[src/rtl/ace_sched_pkg.sv]
// ============================================================================
// ace_sched_pkg : shared types for the ACE snoop scheduler
// Rev 1.0
// ============================================================================
`default_nettype none

package ace_sched_pkg;

    typedef enum logic [1:0] {
        IDLE = 2'd0,
        REQ  = 2'd1,
        WAIT = 2'd2
    } sched_state_e;

    typedef enum logic {
        DIR_AR = 1'b0,
        DIR_AW = 1'b1
    } dir_e;

    function automatic dir_e flip_dir(input dir_e d);
        return (d == DIR_AW) ? DIR_AR : DIR_AW;
    endfunction

endpackage

`default_nettype wire

[src/rtl/ace_outstanding_cnt.sv]
// ============================================================================
// ace_outstanding_cnt : saturating up/down outstanding-transaction counter
// Rev 1.0
// ============================================================================
`default_nettype none

module ace_outstanding_cnt #(
    parameter  int unsigned MAX_TRANS = 8,
    localparam int unsigned CNT_WIDTH = $clog2(MAX_TRANS + 1)
) (
    input  logic clk_i,
    input  logic rst_ni,
    input  logic i_inc,
    input  logic i_dec,
    output logic o_full,
    output logic o_zero
);

    localparam logic [CNT_WIDTH-1:0] c_max = CNT_WIDTH'(MAX_TRANS);

    logic [CNT_WIDTH-1:0] r_cnt;

    // Simultaneous inc and dec cancel; a dec at zero is held rather than wrapped.
    always_ff @(posedge clk_i or negedge rst_ni) begin
        if (!rst_ni) begin
            r_cnt <= '0;
        end else if (i_inc && !i_dec && (r_cnt != c_max)) begin
            r_cnt <= r_cnt + CNT_WIDTH'(1);
        end else if (i_dec && !i_inc && (r_cnt != '0)) begin
            r_cnt <= r_cnt - CNT_WIDTH'(1);
        end
    end

    assign o_full = (r_cnt == c_max);
    assign o_zero = (r_cnt == '0);

    a_no_underflow: assert property (@(posedge clk_i) disable iff (!rst_ni)
        !(i_dec && !i_inc && (r_cnt == '0)));

endmodule

`default_nettype wire

[src/rtl/ace_snoop_sched.sv]
// ============================================================================
// ace_snoop_sched : steers AW/AR to bypass or the single snoop engine (RR)
// Optional stats counters via ACE_SNOOP_SCHED_STATS_EN.  Rev 1.0
// ============================================================================
`default_nettype none

module ace_snoop_sched
    import ace_sched_pkg::*;
#(
    parameter int unsigned MAX_TRANS = 8
) (
    input  logic        clk_i,
    input  logic        rst_ni,
    input  logic        slv_aw_valid_i,
    input  logic        slv_aw_snoop_i,
    output logic        slv_aw_ready_o,
    input  logic        slv_ar_valid_i,
    input  logic        slv_ar_snoop_i,
    output logic        slv_ar_ready_o,
    output logic        byp_aw_valid_o,
    input  logic        byp_aw_ready_i,
    output logic        byp_ar_valid_o,
    input  logic        byp_ar_ready_i,
    input  logic        byp_b_done_i,
    input  logic        byp_r_done_i,
    output logic        snp_valid_o,
    output logic        snp_is_write_o,
    input  logic        snp_ready_i,
    input  logic        snp_done_i,
    output logic        busy_o
`ifdef ACE_SNOOP_SCHED_STATS_EN
    ,
    output logic [31:0] stat_snp_w_o,
    output logic [31:0] stat_snp_r_o
`endif
);

    sched_state_e r_state, w_state_next;
    dir_e         r_dir, w_dir_next;
    dir_e         r_rr, w_rr_next;

    logic w_w_full, w_w_zero, w_r_full, w_r_zero;
    logic w_snp_aw_busy, w_snp_ar_busy;
    logic w_byp_aw_en, w_byp_ar_en;
    logic w_cand_aw, w_cand_ar;
    logic w_snp_hs;

    // A direction's bypass is frozen while its own snoop is granted or in flight.
    assign w_snp_aw_busy = (r_state != IDLE) && (r_dir == DIR_AW);
    assign w_snp_ar_busy = (r_state != IDLE) && (r_dir == DIR_AR);
    assign w_byp_aw_en   = !slv_aw_snoop_i && !w_snp_aw_busy && !w_w_full;
    assign w_byp_ar_en   = !slv_ar_snoop_i && !w_snp_ar_busy && !w_r_full;
    assign w_cand_aw     = slv_aw_valid_i && slv_aw_snoop_i && w_w_zero;
    assign w_cand_ar     = slv_ar_valid_i && slv_ar_snoop_i && w_r_zero;
    assign w_snp_hs      = (r_state == REQ) && snp_ready_i;

    ace_outstanding_cnt #(.MAX_TRANS(MAX_TRANS)) u_w_cnt (
        .clk_i  (clk_i),
        .rst_ni (rst_ni),
        .i_inc  (byp_aw_valid_o && byp_aw_ready_i),
        .i_dec  (byp_b_done_i),
        .o_full (w_w_full),
        .o_zero (w_w_zero)
    );

    ace_outstanding_cnt #(.MAX_TRANS(MAX_TRANS)) u_r_cnt (
        .clk_i  (clk_i),
        .rst_ni (rst_ni),
        .i_inc  (byp_ar_valid_o && byp_ar_ready_i),
        .i_dec  (byp_r_done_i),
        .o_full (w_r_full),
        .o_zero (w_r_zero)
    );

    always_ff @(posedge clk_i or negedge rst_ni) begin
        if (!rst_ni) begin
            r_state <= IDLE;
            r_dir   <= DIR_AR;
            r_rr    <= DIR_AW;
        end else begin
            r_state <= w_state_next;
            r_dir   <= w_dir_next;
            r_rr    <= w_rr_next;
        end
    end

    always_comb begin
        w_state_next = r_state;
        w_dir_next   = r_dir;
        w_rr_next    = r_rr;
        case (r_state)
            IDLE: begin
                if (w_cand_aw || w_cand_ar) begin
                    w_state_next = REQ;
                    if (w_cand_aw && w_cand_ar) begin
                        w_dir_next = r_rr;
                    end else begin
                        w_dir_next = w_cand_aw ? DIR_AW : DIR_AR;
                    end
                end
            end
            REQ: begin
                if (snp_ready_i) begin
                    w_state_next = WAIT;
                    w_rr_next    = flip_dir(r_dir);
                end
            end
            WAIT: begin
                if (snp_done_i) begin
                    w_state_next = IDLE;
                end
            end
            default: w_state_next = IDLE;
        endcase
    end

    always_comb begin
        byp_aw_valid_o = w_byp_aw_en && slv_aw_valid_i;
        byp_ar_valid_o = w_byp_ar_en && slv_ar_valid_i;
        slv_aw_ready_o = w_byp_aw_en && byp_aw_ready_i;
        slv_ar_ready_o = w_byp_ar_en && byp_ar_ready_i;
        snp_valid_o    = 1'b0;
        snp_is_write_o = 1'b0;
        if (r_state == REQ) begin
            snp_valid_o    = 1'b1;
            snp_is_write_o = (r_dir == DIR_AW);
            if (r_dir == DIR_AW) begin
                slv_aw_ready_o = snp_ready_i;
            end else begin
                slv_ar_ready_o = snp_ready_i;
            end
        end
    end

    assign busy_o = (r_state != IDLE);

`ifdef ACE_SNOOP_SCHED_STATS_EN
    logic [31:0] r_stat_w, r_stat_r;

    always_ff @(posedge clk_i or negedge rst_ni) begin
        if (!rst_ni) begin
            r_stat_w <= '0;
            r_stat_r <= '0;
        end else if (w_snp_hs) begin
            if ((r_dir == DIR_AW) && (r_stat_w != 32'hFFFF_FFFF)) begin
                r_stat_w <= r_stat_w + 32'd1;
            end
            if ((r_dir == DIR_AR) && (r_stat_r != 32'hFFFF_FFFF)) begin
                r_stat_r <= r_stat_r + 32'd1;
            end
        end
    end

    assign stat_snp_w_o = r_stat_w;
    assign stat_snp_r_o = r_stat_r;
`endif

    a_done_in_wait: assert property (@(posedge clk_i) disable iff (!rst_ni)
        snp_done_i |-> (r_state == WAIT));

endmodule

`default_nettype wire

[config.mk]
export PLATFORM = sky130hd
export DESIGN_NAME = ace_snoop_sched
export DESIGN_NICKNAME = d
export VERILOG_FILES = /design/src/rtl/ace_sched_pkg.sv /design/src/rtl/ace_outstanding_cnt.sv /design/src/rtl/ace_snoop_sched.sv
export SDC_FILE = /design/constraint.sdc
export NUM_CORES = 1
export LEC_CHECK = 0
export ABC_AREA = 1
export CORE_ASPECT_RATIO = 1.4
export CORE_MARGIN = 2
export CORE_UTILIZATION = 45
export CTS_CLUSTER_DIAMETER = 150
export DETAILED_ROUTE_END_ITERATION = 10
export PLACE_DENSITY_LB_ADDON = 0.25
export SYNTH_ARGS = -nofsm -noshare
export SYNTH_HDL_FRONTEND = slang
export SYNTH_HIERARCHICAL = 1
export SYNTH_SLANG_ARGS = --single-unit
[constraint.sdc]
create_clock -name clk_i -period 2.14 [get_ports clk_i]
set_clock_uncertainty 0.05 [all_clocks]
set_input_delay 0.428 -clock clk_i [delete_from_list [all_inputs] [get_ports clk_i]]
set_output_delay 0.428 -clock clk_i [all_outputs]
set_load 0.01 [all_outputs]
==> metrics.yaml, run 1 <==
floorplan:
  fp.coreArea_sq_um: 1970
  initial_core_util_pct: 47.7
  core.rowCount: 19
  die_y_microns: 58.1
  dieArea_sq_um: 2480
  ios: 19
  die_width_microns: 42.7
clocking:
  clk_latency_ps: 270
  clk_pin_slew_ps: 70
  clock_sinks: 12
  htreeDepth: 1
  cts_tree: "yes"
  root_buffer: "clkbuf_4"
  numCtsBuffers: 3
  cts_max_path_buffers: 2
synth:
  yosysWarnings: 6
  yosys.cell_types.count: 19
  ys_ff_latch: 12
  syn_avg_cell_area_sq_um: 7.30
  synth_area_sq_um: 942
  synthCells: 129
  synth_seq_area_share_pct: 32.0
  syn_nets: 147
drt:
  routed-via-count: 1002
  drt_iter0_markers: 5
  drc_errors: 0
  vias_per_cell: 4.94
  ant_nets: 0
  detail_route.first_pass.iterations: 6
  wl_microns: 2470
  wl_per_cell_microns: 12.2
timing:
  max_clock_freq_mhz: 459
  setup_viol: 2
  holdWs_ps: 442
  hold_viol_final: 0
  period_minus_slack_ps: 2180
  worst_slew_pin_slew_ps: 536
  period_share_pct: 102
  slew_violations: 0
  slew_headroom_pct: 64.2
  rsz0062_at_grt: "yes"
  setup_ws_ps: -38.6
cells_and_area:
  antennaDiodeCount: 0
  areaGrowthSynthToFinish_pct: 66.7
  nets: 201
  layout_commonest_cell: "buf_4"
  final_cell_mix: "29 x buf_4, 24 x nand2_1, 13 x clkdlybuf4s50_1"
  design_area_sq_um: 1570
  drive_gt1_share_pct: 50.0
  fill_cells: 146
worst_setup_path:
  worstSetupPathType: "input port to flop"
  crit_required_ps: 2250
  worstSetupEndpointType: "flop"
  cp_max_fo: 4
  worst_setup_path_start_kind: "input port"
  cp.arrival_ps: 2290
  r2r_slack_ps: -30
job:
  cap_violations: 0
global_route:
  grt_pass1_vias: 975
  antenna_found_initial: 0
  grt_remaining_overflow: 0
  grt_pass1_wl_microns: 3860
  grt_max_degree: 13
  track_usage_pct: 20.3
placement:
  hpwlAfterDp_microns: 1790
  placed_area_sq_um: 1310
  place_ws_ps: -400
  gp_congestion: 0.789
  io_buffer_count: 18
pwr:
  cellPowerDensity_nw_per_um2: 1180
  leakage_uw: 0.000799
  total_power_uw: 1860
  ir_worst_vdd_mv: 1.00
outcome:
  status: "finished, violations left"
  violations: "negative setup slack"
hold_path:
  hp-class: "flop to flop"
[critical path, stage by stage]
cell and delay (ps):
clkdlybuf4s50_1 470, nor2_4 120, nand3_2 80, nor2_2 140
inv_2 60, nor2_4 140, nand2_4 100, buf_6 130
fa_2 370, xnor2_2 180, a21oi_2 70
[report_power, final]
part           total [uW]  switching [uW]  internal (uW)
registers             424            84.7            340
logic                1260             633            624
clock network         176            72.6            103
[cell usage after synthesis]
master / count / area share [%]
nor2_4: 1 / 1.2
inv_2: 3 / 1.2
nand2_2: 7 / 4.6
dfrtp_1: 11 / 29
xor2_1: 2 / 1.9
nand3_2: 4 / 4.2
nor2_1: 14 / 5.6
a21oi_1: 4 / 2.1
nand2_4: 3 / 3.6
inv_1: 19 / 7.6
dfstp_2: 1 / 2.8
o22ai_1: 1 / 0.66
nand2_1: 28 / 11
nor2_2: 4 / 2.7
o21ai_0: 3 / 1.6
nand3_1: 16 / 8.5
fa_1: 2 / 4.2
ha_1: 4 / 5.3
xnor2_1: 2 / 1.9
[final timing paths]
path,startpoint,to,cells after the start
setup / recovery,slv_ar_snoop_i,u_r_cnt/r_cnt[2],11
hold / removal,r_rr,r_rr,2
setup reg to reg,u_r_cnt/r_cnt[3],u_r_cnt/r_cnt[2],14
hold reg to reg,r_rr,r_rr,2
max in group asynchronous,rst_ni,r_rr,1
min in group asynchronous,rst_ni,u_r_cnt/r_cnt[0],1
[timing repair]
item,in CTS,in global routing
resized for setup,10,37
pin swaps,1,23
buffers inserted,0,9
setup endpoints to repair,8,7
hold buffers,0,0
[area by class of cell]
| class | count | area (sq um) | share of cell area (%) |
|---|---|---|---|
| clock buffers | 4 | 36.3 | 2.31 |
| repair buffers | 49 | 414 | 26.4 |
| inverters | 22 | 82.6 | 5.26 |
| flip-flops and latches | 12 | 302 | 19.2 |
| well taps | 21 | 26.3 | 1.67 |
| multi-input cells | 95 | 709 | 45.2 |
[metal layers]
layer  part of all wire (%)  GRT usage, %  vias to the layer above
met3                    3.0          2.18                        6
met1                     37          22.5                      460
met2                     57          36.6                       24
li1                       -             -                      512
met4                    2.9          11.6                        0
met5                      0             0                        -
[sequential cells by signal (all words and copies together) (netlist names)]
signal         flops
u_r_cnt/r_cnt      4
u_w_cnt/r_cnt      4
r_rr               1
r_dir              1
r_state            2
[logic make-up (layout without fill, tap and decap cells)]
family          count (synthesis)  count (layout)  synth area share [%]
flops                          12              12                  32.0
fa+ha+maj                       6               6                  9.56
compound gates                  8               8                  4.38
buf+inv                        22              75                  8.77
simple gates                   77              77                  41.6
xor+xnor                        4               4                  3.72
[stage by stage]
stage,instances,util [%],TNS [ps]
6_report,203,79.6,-49.8
5_1_grt,203,79.6,-471
4_1_cts,194,69.7,0
3_5_place_dp,190,66.6,-2460
3_3_place_gp,190,66.6,-1890
2_1_floorplan,129,-,0
No activity file was read; power rests on OpenSTA's default activity.
==> inputs of run 2 (changes only) <==
--- a/config.mk
+++ b/config.mk
@@ -6,6 +6,7 @@
 export NUM_CORES = 1
 export LEC_CHECK = 0
 export ABC_AREA = 1
+export CAP_MARGIN = 25
 export CORE_ASPECT_RATIO = 1.4
 export CORE_MARGIN = 2
 export CORE_UTILIZATION = 45
==> results of run 2 <==
The final DEF is identical to that of run 1; final timing and power are the same.
==> inputs of run 3 (changes only) <==
--- a/config.mk
+++ b/config.mk
@@ -13,6 +13,7 @@
 export CTS_CLUSTER_DIAMETER = 150
 export DETAILED_ROUTE_END_ITERATION = 10
 export PLACE_DENSITY_LB_ADDON = 0.25
+export SLEW_MARGIN = 20
 export SYNTH_ARGS = -nofsm -noshare
 export SYNTH_HDL_FRONTEND = slang
 export SYNTH_HIERARCHICAL = 1
==> results of run 3 <==
The final DEF is identical to that of run 1; final timing and power are the same.
